==> src/rtl/stream_dmux_1to2_if.sv <==
`default_nettype none
// ============================================================================
// Module   : stream_dmux_1to2_if
// Brief    : One valid/ready packet stream (data, last, route select).
// Revision : 1.0 - initial release
// ============================================================================
interface stream_dmux_1to2_if #(
    parameter int DATA_W = 8
) ();
    logic              valid;
    logic              ready;
    logic [DATA_W-1:0] data;
    logic              last;
    logic              sel;

    modport master (output valid, data, last, sel, input ready);
    modport slave  (input valid, data, last, sel, output ready);
endinterface
`default_nettype wire

==> src/rtl/stream_dmux_1to2.sv <==
`default_nettype none
// ============================================================================
// Module   : stream_dmux_1to2
// Brief    : Packet-granular 1-to-2 valid/ready demux with one registered
//            beat per output. Define DMUX_PKT_CNT_EN for per-output counters.
// Revision : 1.0 - initial release
// ============================================================================
module stream_dmux_1to2 #(
    parameter int DATA_W = 8
`ifdef DMUX_PKT_CNT_EN
    ,
    parameter int CNT_W  = 16
`endif
) (
    input  wire                clk,
    input  wire                rst_n,
    stream_dmux_1to2_if.slave  i_s,
    stream_dmux_1to2_if.master o_m0,
    stream_dmux_1to2_if.master o_m1,
    output logic               o_busy
`ifdef DMUX_PKT_CNT_EN
    ,
    output logic [CNT_W-1:0]   o_pkt_cnt0,
    output logic [CNT_W-1:0]   o_pkt_cnt1
`endif
);

    typedef enum logic [0:0] {
        S_IDLE  = 1'b0,
        S_ROUTE = 1'b1
    } state_t;

    state_t            r_state;
    state_t            w_state_nxt;
    logic              r_route;
    logic              w_route_nxt;
    logic              w_target;
    logic              w_s_ready;
    logic              w_accept;
    logic              w_fill0;
    logic              w_fill1;

    logic              r_m0_valid;
    logic [DATA_W-1:0] r_m0_data;
    logic              r_m0_last;
    logic              r_m1_valid;
    logic [DATA_W-1:0] r_m1_data;
    logic              r_m1_last;

    always_ff @(posedge clk or negedge rst_n) begin
        if (!rst_n) begin
            r_state <= S_IDLE;
            r_route <= 1'b0;
        end else begin
            r_state <= w_state_nxt;
            r_route <= w_route_nxt;
        end
    end

    // A first beat routes on its own sel; later beats follow the latched route.
    always_comb begin
        w_state_nxt = r_state;
        w_route_nxt = r_route;
        w_target    = (r_state == S_ROUTE) ? r_route : i_s.sel;
        w_s_ready   = w_target ? (!r_m1_valid || o_m1.ready)
                               : (!r_m0_valid || o_m0.ready);
        w_accept    = i_s.valid && w_s_ready;
        w_fill0     = w_accept && !w_target;
        w_fill1     = w_accept && w_target;
        case (r_state)
            S_IDLE: begin
                if (w_accept && !i_s.last) begin
                    w_state_nxt = S_ROUTE;
                    w_route_nxt = i_s.sel;
                end
            end
            S_ROUTE: begin
                if (w_accept && i_s.last) begin
                    w_state_nxt = S_IDLE;
                end
            end
            default: w_state_nxt = S_IDLE;
        endcase
    end

    // Fill wins over drain so a beat can be replaced in the same cycle it leaves.
    always_ff @(posedge clk or negedge rst_n) begin
        if (!rst_n) begin
            r_m0_valid <= 1'b0;
            r_m0_data  <= '0;
            r_m0_last  <= 1'b0;
        end else if (w_fill0) begin
            r_m0_valid <= 1'b1;
            r_m0_data  <= i_s.data;
            r_m0_last  <= i_s.last;
        end else if (o_m0.ready) begin
            r_m0_valid <= 1'b0;
        end
    end

    always_ff @(posedge clk or negedge rst_n) begin
        if (!rst_n) begin
            r_m1_valid <= 1'b0;
            r_m1_data  <= '0;
            r_m1_last  <= 1'b0;
        end else if (w_fill1) begin
            r_m1_valid <= 1'b1;
            r_m1_data  <= i_s.data;
            r_m1_last  <= i_s.last;
        end else if (o_m1.ready) begin
            r_m1_valid <= 1'b0;
        end
    end

    assign i_s.ready  = w_s_ready;
    assign o_m0.valid = r_m0_valid;
    assign o_m0.data  = r_m0_data;
    assign o_m0.last  = r_m0_last;
    assign o_m1.valid = r_m1_valid;
    assign o_m1.data  = r_m1_data;
    assign o_m1.last  = r_m1_last;
    // Outputs carry their own fixed index on sel.
    assign o_m0.sel   = 1'b0;
    assign o_m1.sel   = 1'b1;
    assign o_busy     = (r_state == S_ROUTE);

`ifdef DMUX_PKT_CNT_EN
    logic [CNT_W-1:0] r_pkt_cnt0;
    logic [CNT_W-1:0] r_pkt_cnt1;

    always_ff @(posedge clk or negedge rst_n) begin
        if (!rst_n) begin
            r_pkt_cnt0 <= '0;
            r_pkt_cnt1 <= '0;
        end else begin
            if (r_m0_valid && o_m0.ready && r_m0_last) begin
                r_pkt_cnt0 <= r_pkt_cnt0 + CNT_W'(1);
            end
            if (r_m1_valid && o_m1.ready && r_m1_last) begin
                r_pkt_cnt1 <= r_pkt_cnt1 + CNT_W'(1);
            end
        end
    end

    assign o_pkt_cnt0 = r_pkt_cnt0;
    assign o_pkt_cnt1 = r_pkt_cnt1;
`endif

endmodule
`default_nettype wire

==> src/flat_wrapper.sv <==
// flat-port wrapper written by rule: the top's interface ports become plain ports
module stream_dmux_1to2_flat 
#(
    parameter int DATA_W = 8

)
  (clk, rst_n, o_busy, i_s_valid, i_s_data, i_s_last, i_s_sel, i_s_ready, o_m0_valid, o_m0_data, o_m0_last, o_m0_sel, o_m0_ready, o_m1_valid, o_m1_data, o_m1_last, o_m1_sel, o_m1_ready);
  stream_dmux_1to2_if #(.DATA_W(DATA_W)) i_s_i ();
  stream_dmux_1to2_if #(.DATA_W(DATA_W)) o_m0_i ();
  stream_dmux_1to2_if #(.DATA_W(DATA_W)) o_m1_i ();
  input  wire clk;
  input  wire rst_n;
  output logic o_busy;
  input wire logic [$bits(i_s_i.valid)-1:0] i_s_valid;
  input wire logic [$bits(i_s_i.data)-1:0] i_s_data;
  input wire logic [$bits(i_s_i.last)-1:0] i_s_last;
  input wire logic [$bits(i_s_i.sel)-1:0] i_s_sel;
  output wire logic [$bits(i_s_i.ready)-1:0] i_s_ready;
  output wire logic [$bits(o_m0_i.valid)-1:0] o_m0_valid;
  output wire logic [$bits(o_m0_i.data)-1:0] o_m0_data;
  output wire logic [$bits(o_m0_i.last)-1:0] o_m0_last;
  output wire logic [$bits(o_m0_i.sel)-1:0] o_m0_sel;
  input wire logic [$bits(o_m0_i.ready)-1:0] o_m0_ready;
  output wire logic [$bits(o_m1_i.valid)-1:0] o_m1_valid;
  output wire logic [$bits(o_m1_i.data)-1:0] o_m1_data;
  output wire logic [$bits(o_m1_i.last)-1:0] o_m1_last;
  output wire logic [$bits(o_m1_i.sel)-1:0] o_m1_sel;
  input wire logic [$bits(o_m1_i.ready)-1:0] o_m1_ready;
  assign i_s_i.valid = i_s_valid;
  assign i_s_i.data = i_s_data;
  assign i_s_i.last = i_s_last;
  assign i_s_i.sel = i_s_sel;
  assign i_s_ready = i_s_i.ready;
  assign o_m0_valid = o_m0_i.valid;
  assign o_m0_data = o_m0_i.data;
  assign o_m0_last = o_m0_i.last;
  assign o_m0_sel = o_m0_i.sel;
  assign o_m0_i.ready = o_m0_ready;
  assign o_m1_valid = o_m1_i.valid;
  assign o_m1_data = o_m1_i.data;
  assign o_m1_last = o_m1_i.last;
  assign o_m1_sel = o_m1_i.sel;
  assign o_m1_i.ready = o_m1_ready;
  stream_dmux_1to2 #(.DATA_W(DATA_W)) u_core (.clk(clk), .rst_n(rst_n), .i_s(i_s_i), .o_m0(o_m0_i), .o_m1(o_m1_i), .o_busy(o_busy));
endmodule
==> config.mk <==
export PLATFORM = sky130hd
export DESIGN_NAME = stream_dmux_1to2_flat
export DESIGN_NICKNAME = d
export VERILOG_FILES = /design/src/rtl/stream_dmux_1to2_if.sv /design/src/rtl/stream_dmux_1to2.sv /design/src/flat_wrapper.sv
export SDC_FILE = /design/constraint.sdc
export NUM_CORES = 1
export LEC_CHECK = 0
export BUFFER_PORTS_ARGS = -buffer_cell sky130_fd_sc_hd__buf_2
export CAP_MARGIN = 20
export CORE_ASPECT_RATIO = 1.25
export CORE_MARGIN = 1
export CORE_UTILIZATION = 50
export DETAILED_ROUTE_END_ITERATION = 16
export HOLD_SLACK_MARGIN = 0.03
export PLACE_DENSITY = 0.83
export SYNTH_ARGS = -nofsm -noshare
export SYNTH_HDL_FRONTEND = slang
export SYNTH_SLANG_ARGS = --single-unit
export TNS_END_PERCENT = 1
==> constraint.sdc <==
create_clock -name clk -period 2.43 [get_ports clk]
set_input_delay 0.486 -clock clk [delete_from_list [all_inputs] [get_ports clk]]
set_output_delay 0.486 -clock clk [all_outputs]
set_load 0.05 [all_outputs]
==> results.py <==
metrics = {
    "placement": {
        "io_buffers": 36,
        "pre_cts_ws_ps": 543,
        "dpl.hpwl_um": 1190,
        "place.gp.congestion": 0.633,
    },
    "detailed_routing": {
        "routedWlPerCell_um": 13.8,
        "drc_errors": 0,
        "first_pass_iters": 2,
        "viasPerCell": 5.13,
        "finalWirelength_um": 1550,
        "drtAntennaViolNets": 0,
        "vias": 580,
        "drt-initial-drc-count": 1,
    },
    "clock_tree": {
        "clk_path_buf_depth": 2,
        "htree_levels": 1,
        "cts_tree": "yes",
        "worstSkewPairLatency_ps": 300,
        "post_cts_resized": 0,
        "cts.reportedPaths.clkPinSlew_ps": 110,
        "cts_hold_buf": 0,
        "clkSinkCount": 22,
        "cts_inserted_buffers": 3,
        "cts_root_buf": "clkbuf_4",
        "cts_setup_buffers": 0,
    },
    "finish": {
        "diodes": 0,
        "drive_above_1_share": 0.670,
        "synthToLayoutAreaGrowth_pct": 20.4,
        "utilization": 0.649,
        "nets": 111,
    },
    "critical_path": {
        "cp_max_fo": 4,
        "r2r_end": "u_core.r_route",
        "crit_chain": "mux2i_2 > mux2_2 > buf_2",
        "critPathCapture": "i_s_ready",
        "startpoint_type": "flip-flop",
        "critPathKind": "reg2out",
        "slowest_stage": "dfrtp_1",
        "crit_required_ps": 1940,
        "max_stage_delay_ps": 450,
        "critPathArrivalTime_ps": 1640,
        "rrSetupSlack_ps": 700,
        "reg2regPathDepth": 4,
        "end_kind": "output pin",
    },
    "timing": {
        "fin_ws_ps": 302,
        "period_share": 0.876,
        "layout_min_cycle_time_ps": 2130,
        "setup-tns-final_ps": 0,
        "whs_ps": 121,
        "max_freq_mhz": 470,
        "skew_ps": 2.52,
        "finalMaxSlewViolations": 0,
        "hold_viol": 0,
        "setup_viol": 0,
        "rsz0062_at_grt": "false",
    },
    "grt": {
        "gr-total-overflow": 0,
        "track_usage": 0.183,
        "use_met1": 0.206,
        "antenna_found_initial": 0,
        "grt_pass1_wl_um": 2530,
        "grt_use_met2": 0.302,
        "grtUsageMet3": 0.0391,
        "grt_max_degree": 23,
        "first_global_vias": 579,
        "gr-max-usage-layer": "met2",
    },
    "flow_run": {
        "cap_violations": 0,
    },
    "die": {
        "die-area_um2": 2110,
        "ioPinCount": 39,
        "chipHeight_um": 51.1,
        "row_count": 17,
        "die_w_um": 41.3,
        "core_um2": 1790,
        "start_util": 0.539,
    },
    "logic_synthesis": {
        "netlist_instances": 58,
        "netlist_area_um2": 963,
        "synthDistinctLibCells": 15,
        "synthArstFlopShare": 1.00,
        "synth-seq-cells": 22,
        "synth_nets": 73,
        "synth_edf_count": 0,
        "ys_top_cells_by_count": "dfrtp_1 (22), mux2_4 (14), mux2_2 (5)",
        "yosys.cell_count.top_type": "dfrtp_1",
        "netlist.area_leader.share": 0.571,
        "synth_ff_type": "dfrtp_1",
        "postSynthAreaPerCell_um2": 16.6,
        "ys_warn_count": 0,
        "synth_seq_area_share": 0.571,
        "synthTopCellsByArea": "dfrtp_1 (57%), mux2_4 (22%), mux2_2 (5.8%)",
        "yosysTopAreaCell": "dfrtp_1",
    },
    "run_status": {
        "status": "finished, final reports clean",
    },
    "hold_path": {
        "hp-class": "in2async",
    },
}
-- registers in the layout (all words and copies together) (netlist names), named ones only --
register,flops
u_core.o_m0.data,8
u_core.o_m1.data,8
u_core.o_m0.last,1
u_core.o_m0.valid,1
u_core.o_m1.last,1
u_core.o_m1.valid,1
u_core.r_route,1
-- metal layers --
| metal | part of all wire | wire length [um] |
|---|---|---|
| met1 | 0.42 | 645 |
| met2 | 0.53 | 824 |
| met3 | 0.039 | 60 |
| met4 | 0.015 | 24 |
| met5 | 0 | 0 |
-- layout by cell type, fill, tap and decap left out --
master | Yosys | final
a211oi_2 | 1 | 1
a21oi_1 | 1 | 1
a31o_1 | 1 | 1
buf_2 | 0 | 36
buf_4 | 2 | 1
clkbuf_4 | 0 | 3
conb_1 | 2 | 2
dfrtp_1 | 22 | 22
mux2_1 | 1 | 1
mux2_2 | 5 | 5
mux2_4 | 14 | 14
mux2i_2 | 1 | 1
nand2_1 | 2 | 2
nand2b_1 | 2 | 2
nand3_2 | 1 | 1
nand3b_4 | 1 | 1
-- worst min-delay path by stage --
| stage | depth (start not counted) | endpoint | startpoint | slack, ps |
|---|---|---|---|---|
| global placement | 1 | u_core.o_m0.data[7] | rst_n | 460 |
| finish | 1 | u_core.o_m0.data[0] | rst_n | 120 |
| global route | 1 | u_core.o_m0.data[0] | rst_n | 150 |
| detailed placement | 1 | u_core.o_m0.data[7] | rst_n | 470 |
| CTS | 1 | u_core.o_m0.data[0] | rst_n | 130 |
| floorplan | 0 | async pin | rst_n | 190 |
-- logic make-up (layout without fill, tap and decap cells) --
kind of cell / after synthesis / count (layout) / share of synthesized area
flip-flops: 22 / 22 / 0.571
other: 2 / 2 / 0.00780
multiplexers: 21 / 21 / 0.303
AND/OR/NAND/NOR: 6 / 6 / 0.0520
AO/OA/AOI/OAI: 3 / 3 / 0.0273
buffers and inverters: 4 / 40 / 0.0390
-- cell type report --
cell class,instances,area (um2)
Clock buffer,3,22.5
Fill cell,148,627
Multi-Input combinational cell,32,375
Sequential cell,22,551
Tap cell,19,23.8
Timing Repair Buffer,37,188
-- worst max-delay path, delay by kind of cell (launching register included) --
family	cells	cell delay, ps
buf+inv	1	210
flops	1	450
mux	2	690
-- through the flow --
stage,cells,instance area [um2]
final,113,1160
after global routing,113,1160
after CTS,113,1160
after detailed placement,110,1140
after global placement,110,1140
after floorplan,58,963
Power is left out: the tool's default activity adds up to more than one toggle a clock period on the data nets, which glitch-free logic cannot reach.
